## config.mk

```make
export PLATFORM = sky130hd
export DESIGN_NAME = run_length_detector
export DESIGN_NICKNAME = d
export VERILOG_FILES = /design/src/rtl/run_length_detector.sv
export SDC_FILE = /design/constraint.sdc
export NUM_CORES = 1
export LEC_CHECK = 0
export CORE_MARGIN = 5
export CORE_UTILIZATION = 50
export CTS_CLUSTER_SIZE = 20
export DETAILED_ROUTE_END_ITERATION = 12
export PLACE_DENSITY_LB_ADDON = 0.2
export REMOVE_ABC_BUFFERS = 1
export SLEW_MARGIN = 30
export SYNTH_ARGS = -nofsm -noshare
export SYNTH_HDL_FRONTEND = slang
export SYNTH_SLANG_ARGS = --single-unit
```

## constraint.sdc

```tcl
create_clock -name clk -period 5.26 [get_ports clk]
set_input_delay 1.052 -clock clk [delete_from_list [all_inputs] [get_ports clk]]
set_output_delay 1.052 -clock clk [all_outputs]
set_load 0.01 [all_outputs]
```

## src/rtl/run_length_detector.sv

```systemverilog
// Serial run-length detector: flags runs of RUN_LEN equal sampled bits on w,
// with per-symbol enables, overlapping/non-overlapping modes and a detection counter.
module run_length_detector #(
  parameter int RUN_LEN = 4,
  parameter int HIT_W   = 8,
  localparam int CNT_W  = $clog2(RUN_LEN + 1)
) (
  input  logic             clk,
  input  logic             reset,
  input  logic             en,
  input  logic             w,
  input  logic [1:0]       mode,
  input  logic             overlap,
  input  logic             clr,
  output logic             z,
  output logic             z_sym,
  output logic [CNT_W-1:0] run_cnt,
  output logic [HIT_W-1:0] hit_cnt
);

  localparam logic [CNT_W-1:0] RUN_MAX = CNT_W'(RUN_LEN);
  localparam logic [HIT_W-1:0] HIT_MAX = {HIT_W{1'b1}};

  logic             last_sym_r;
  logic [CNT_W-1:0] cnt_next_s;
  logic             sym_en_s;
  logic             detect_s;

  function automatic logic [HIT_W-1:0] sat_inc(input logic [HIT_W-1:0] v);
    if (v == HIT_MAX) begin
      return HIT_MAX;
    end else begin
      return v + HIT_W'(1);
    end
  endfunction

  // Run length after the current sample and whether it completes a detectable run
  always_comb begin
    cnt_next_s = CNT_W'(1);
    sym_en_s   = 1'b0;
    detect_s   = 1'b0;
    if ((run_cnt == {CNT_W{1'b0}}) || (w != last_sym_r)) begin
      cnt_next_s = CNT_W'(1);
    end else if (run_cnt == RUN_MAX) begin
      cnt_next_s = RUN_MAX;
    end else begin
      cnt_next_s = run_cnt + CNT_W'(1);
    end
    if (w) begin
      sym_en_s = mode[1];
    end else begin
      sym_en_s = mode[0];
    end
    detect_s = (cnt_next_s == RUN_MAX) && sym_en_s;
  end

  // Run tracking, detection pulse and hit counter; clr outranks en
  always_ff @(posedge clk or negedge reset) begin
    if (!reset) begin
      last_sym_r <= 1'b0;
      run_cnt    <= {CNT_W{1'b0}};
      hit_cnt    <= {HIT_W{1'b0}};
      z          <= 1'b0;
      z_sym      <= 1'b0;
    end else if (clr) begin
      last_sym_r <= 1'b0;
      run_cnt    <= {CNT_W{1'b0}};
      hit_cnt    <= {HIT_W{1'b0}};
      z          <= 1'b0;
      z_sym      <= 1'b0;
    end else if (en) begin
      last_sym_r <= w;
      z          <= detect_s;
      // Non-overlapping mode restarts counting from scratch after a hit
      if (detect_s && !overlap) begin
        run_cnt <= {CNT_W{1'b0}};
      end else begin
        run_cnt <= cnt_next_s;
      end
      if (detect_s) begin
        z_sym   <= w;
        hit_cnt <= sat_inc(hit_cnt);
      end else begin
        z_sym   <= z_sym;
        hit_cnt <= hit_cnt;
      end
    end else begin
      z <= 1'b0;
    end
  end

endmodule

```

==> flow_metrics.py, run 1 <==
metrics = {
    "run_status": {
        "outcome": "finished, final reports clean",
    },
    "critical_path": {
        "cp_cell_sequence": "clkdlybuf4s50_1 -> xnor2_2 -> nand2_2 -> nor3_4 -> a41oi_1 -> a311oi_1",
        "r2r_setup_slack_ps": 3060,
        "cpMaxStageDelayCell": "clkdlybuf4s50_1",
        "worstSetupPathType": "in -> reg",
        "start_kind": "input port",
        "path_max_fanout": 14,
        "endpoint_kind": "flip-flop",
        "crit_path_max_incr_delay_ps": 610,
        "cp_data_arrival_time_ps": 2950,
        "required_ps": 5440,
    },
    "synth": {
        "synth-adder-area-share_pct": 4.72,
        "yosysSeqAreaShare_pct": 44.0,
        "ys_warn_count": 0,
        "yosys.area_share.simple_pct": 21.7,
        "syn_area_um2": 796,
        "synth_top_family_by_area": "simple AND/OR/NAND/NOR gates",
        "synth_edf_count": 0,
        "synthXorXnorAreaFrac_pct": 3.14,
        "synth-compound-area-share_pct": 19.7,
        "muxShareOfSynthArea_pct": 2.52,
        "async_flop_share_pct": 100,
        "yosysTopAreaCellShare_pct": 44.0,
        "yosys-top-cells-area": "dfrtp_1 (44%), nor2_1 (5.7%), ha_1 (4.7%)",
        "syn_avg_cell_area_um2": 10.5,
        "synth-seq-cells": 14,
        "synth_area_leader_cell": "dfrtp_1",
        "synth_flop_cell": "dfrtp_1",
        "postSynthCellCount": 76,
        "synth.distinct_cells": 34,
    },
    "timing": {
        "worstMarginPinSlew_ps": 620,
        "setup_viol": 0,
        "finalCriticalPeriod_ps": 2770,
        "slew_viol_final": 0,
        "maxSlewHeadroom_pct": 58.6,
        "fin_setup_tns_ps": 0,
        "rsz0062_at_grt": "no",
        "final-hold-violation-count": 0,
        "finalCritPeriodShare_pct": 52.7,
        "fmax_mhz": 361,
        "fin_skew_ps": 1.17,
    },
    "pwr": {
        "p_per_area_nw_per_um2": 203,
        "peakVddDrop_mv": 0.141,
        "p_leak_nw": 0.414,
        "total_power_mw": 0.211,
    },
    "clock_tree": {
        "clock_latency_ps": 280,
        "clock-sinks": 14,
        "cts_max_level": 1,
        "post_cts.repair.setup_buffers": 0,
        "cts_tree": "done",
        "root_buffer": "clkbuf_4",
        "cts_buffers": 3,
        "clk_path_buf_depth": 2,
        "cts.repair.resized": 0,
        "clk_pin_slew_ps": 80,
        "holdBufCountCts": 0,
    },
    "finish": {
        "final_nets": 110,
        "fin_cells": 114,
        "drive_gt1_share_pct": 13.3,
        "n_antenna_cell": 0,
        "layout_common_cells": "clkdlybuf4s50_1 (20), dfrtp_1 (14), nor2_1 (12)",
        "final_common_cell": "clkdlybuf4s50_1",
        "area_growth_pct": 30.3,
    },
    "placed_design": {
        "portBuffers": 20,
        "place_congestion": 0.799,
        "place.detailed.hpwl_mm": 1.23,
        "place_inst": 110,
    },
    "grt": {
        "grt_max_degree": 15,
        "first_global_vias": 619,
        "track_usage_pct": 14.8,
        "grt_pass1_wl_mm": 2.88,
        "overflow": 0,
        "antenna_found_initial": 0,
    },
    "routing": {
        "vias": 674,
        "routed_via_density": 5.91,
        "drtPass1Iterations": 6,
        "drt.antenna.violating_nets": 0,
        "wl_mm": 1.65,
        "drtIter0Drc": 23,
        "wl_per_cell_um": 14.5,
        "post-route-drc-count": 0,
    },
    "floorplan": {
        "io_pins": 21,
        "fp.dieW_um": 49.9,
        "start_util_pct": 52.8,
        "dieHeight_um": 49.9,
        "row_count": 14,
        "die-area_um2": 2490,
        "core-area_um2": 1510,
    },
    "worst_hold_path": {
        "hold_class": "reg -> reg",
    },
    "run": {
        "max-cap-violations": 0,
    },
}
power by group:
group | switching (mW) | internal, mW
logic | 0.0119 | 0.0107
clock network | 0.0359 | 0.0422
registers | 0.00157 | 0.109
metrics by stage:
stage	setup slack (ps)	hold WS, ps	utilization [%]	area [µm²]
global route	2380	593	68.9	1040
finish	2490	543	68.9	1040
CTS	2490	549	68.9	1040
detailed placement	2210	536	66.4	1000
floorplan	3050	547	-	781
global placement	2310	509	66.4	1000
path summary, 6_finish.rpt:
path / from / to / depth (start not counted)
max: w / hit_cnt[4] / 6
min: z_sym / z_sym / 2
max reg2reg: run_cnt[0] / hit_cnt[4] / 7
min reg2reg: z_sym / z_sym / 2
max in group asynchronous: reset / last_sym_r / 1
min in group asynchronous: reset / hit_cnt[0] / 1
cell type report:
class	instances	area, µm²
fill	116	469
sequential	14	350
multi-input combinational	55	412
tap	16	20.0
clock buffer	4	36.3
timing repair buffer	20	200
inverter	5	18.8
cell families after synthesis:
family,count (synthesis)
muxes,2
DFF,14
adders and majority gates,3
xor gates and xnor gates,2
and+or+nand+nor,30
AOI/OAI and AO/OA,18
buffers and inverters,7
Yosys cell counts, types with 2 or more instances:
| library cell | count |
|---|---|
| nor4_1 | 2 |
| a41oi_1 | 2 |
| dfrtp_1 | 14 |
| mux2i_1 | 2 |
| a211oi_1 | 2 |
| ha_1 | 3 |
| and2_1 | 2 |
| nor2_1 | 12 |
| nand3_1 | 2 |
| a311oi_1 | 3 |
| nand2b_1 | 2 |
| a21oi_1 | 3 |
| inv_1 | 5 |
| nand2_1 | 2 |
critical path: cells and delay by family:
family / cells / cell delay [ps]
AOI/OAI and AO/OA: 2 / 470
xor gates and xnor gates: 1 / 140
buffers and inverters: 1 / 610
and+or+nand+nor: 2 / 660
state kept, by name (all words and copies together), names as in the netlist:
register    count
z_sym           1
hit_cnt         8
run_cnt         3
last_sym_r      1
z               1
routing by layer:
metal  part of all wire (%)  up-vias  global-route usage, %
li1                       -      328                      -
met1                     43      319                   20.0
met2                     48       25                   21.0
met3                    8.5        2                   6.33
met4                   0.91        0                   4.80
met5                      0        -                      0
Note: power is estimated with default switching activity, not from simulation.
==> run 2: changes to the inputs <==
--- a/config.mk
+++ b/config.mk
@@ -6,7 +6,7 @@
 export NUM_CORES = 1
 export LEC_CHECK = 0
 export CORE_MARGIN = 5
-export CORE_UTILIZATION = 50
+export CORE_UTILIZATION = 46
 export CTS_CLUSTER_SIZE = 20
 export DETAILED_ROUTE_END_ITERATION = 12
 export PLACE_DENSITY_LB_ADDON = 0.2
==> constraint.sdc (replaced) <==
create_clock -name clk -period 2.82 [get_ports clk]
set_input_delay 0.564 -clock clk [delete_from_list [all_inputs] [get_ports clk]]
set_output_delay 0.564 -clock clk [all_outputs]
set_load 0.01 [all_outputs]
==> run 2 against run 1 <==
Against the previous run:
- critical path type unchanged
- via count down 2.8%
- combinational power up 87%
- wire length up 2.1%
- sequential power up 86%
- die area up 6.9%
- critical path depth unchanged
- non-clock buffer count unchanged
- clock skew up 6.0 ps
- design area up 0.12%
- cell count up 0.88%
- sequential share of layout area about the same
==> flow_metrics.py, run 2 (synthesis results as in run 1) <==
metrics = {
    "run_status": {
        "outcome": "finished, final reports clean",
    },
    "clock_tree": {
        "root_buffer": "clkbuf_4",
        "post_cts.repair.setup_buffers": 0,
        "clock-sinks": 14,
        "cts_tree": "done",
        "holdBufCountCts": 0,
        "cts_buffers": 3,
        "cts.repair.resized": 0,
        "clk_pin_slew_ps": 90,
        "clock_latency_ps": 280,
        "clk_path_buf_depth": 2,
        "cts_max_level": 1,
    },
    "routing": {
        "drtIter0Drc": 14,
        "dr_wl_met2_um": 761,
        "drt-met1-wl_um": 807,
        "drtPass1Iterations": 4,
        "top_layer": "met4",
        "drt.antenna.violating_nets": 0,
        "routed_via_density": 5.70,
        "wl_per_cell_um": 14.6,
        "wl_mm": 1.68,
        "vias": 655,
        "post-route-drc-count": 0,
        "met3_length_um": 100,
    },
    "finish": {
        "final_nets": 110,
        "postLayoutCoreUtil_pct": 61.5,
        "largest_register_ffs": 8,
        "biggestRegsByFlops": "hit_cnt (8), run_cnt (3)",
        "area_growth_pct": 30.5,
        "largest-register": "hit_cnt",
        "final_common_cell": "clkdlybuf4s50_1",
        "layout_common_cells": "clkdlybuf4s50_1 (20), dfrtp_1 (14), nor2_1 (12)",
        "final_area_um2": 1040,
        "n_antenna_cell": 0,
        "drive_gt1_share_pct": 13.3,
    },
    "pwr": {
        "peakVddDrop_mv": 0.207,
        "total_power_mw": 0.392,
        "p_per_area_nw_per_um2": 377,
        "p_leak_nw": 0.414,
    },
    "timing": {
        "rsz0062_at_grt": "no",
        "fin_setup_tns_ps": 0,
        "finalCriticalPeriod_ps": 2260,
        "setup_viol": 0,
        "fin_skew_ps": 7.15,
        "final-hold-violation-count": 0,
        "fmax_mhz": 443,
        "slew_viol_final": 0,
        "finalCritPeriodShare_pct": 80.0,
        "whs_ps": 544,
        "maxSlewHeadroom_pct": 57.2,
        "worstMarginPinSlew_ps": 641,
    },
    "floorplan": {
        "dieHeight_um": 51.6,
        "io_pins": 21,
        "core-area_um2": 1690,
        "die-area_um2": 2660,
        "start_util_pct": 47.1,
        "fp.dieW_um": 51.6,
        "row_count": 15,
    },
    "grt": {
        "grt_pass1_wl_mm": 2.81,
        "antenna_found_initial": 0,
        "track_usage_pct": 14.1,
        "overflow": 0,
        "first_global_vias": 619,
        "grt_max_degree": 15,
    },
    "run": {
        "max-cap-violations": 0,
    },
    "critical_path": {
        "path_max_fanout": 14,
        "worstSetupPathType": "in -> reg",
        "endpoint_kind": "flip-flop",
        "start_kind": "input port",
        "cp_data_arrival_time_ps": 2430,
        "required_ps": 3000,
        "r2r_cells": 7,
    },
    "placed_design": {
        "place.detailed.hpwl_mm": 1.20,
        "portBuffers": 20,
        "placed_area_um2": 1000,
        "place_congestion": 0.767,
    },
    "worst_hold_path": {
        "hold_path_depth": 2,
        "hold_class": "reg -> reg",
    },
}
run 2: critical path: stages:
cell and delay (ps):
clkdlybuf4s50_1 600, xnor2_2 150, nand2_2 120, nor3_4 540, a41oi_1 190, a311oi_1 260
run 2: metrics by stage:
step / std cells / setup WS [ps]
2_1_floorplan: 74 / 893
3_3_place_gp: 111 / 313
3_5_place_dp: 111 / 274
4_1_cts: 115 / 571
5_1_grt: 115 / 454
6_report: 115 / 563
run 2: final cells by class:
| class | count | area (µm²) |
|---|---|---|
| flip-flops and latches | 14 | 350 |
| repair buffers | 20 | 200 |
| clock buffers | 4 | 36.3 |
| fillers | 144 | 651 |
| inverters | 5 | 18.8 |
| multi-input cells | 55 | 412 |
| well taps | 17 | 21.3 |
run 2: power by group:
group	switching, mW	internal (mW)	leakage [nW]
logic	0.0221	0.0199	0.200
registers	0.00262	0.203	0.194
clock network	0.0659	0.0784	0.0210
total	0.0906	0.301	0.414
run 2: final timing paths:
kind	start	to	slack, ps
max	w	hit_cnt[4]	560
min	z_sym	z_sym	540
max reg2reg	run_cnt[0]	hit_cnt[4]	680
min reg2reg	z_sym	z_sym	540
max in group asynchronous	reset	hit_cnt[4]	1730
min in group asynchronous	reset	hit_cnt[1]	680
run 2: metal layers:
metal / track usage [%] / up-vias
met3: 3.72 / 2
met5: 0 / -
met4: 5.24 / 0
met1: 17.9 / 309
li1: - / 324
met2: 22.7 / 20
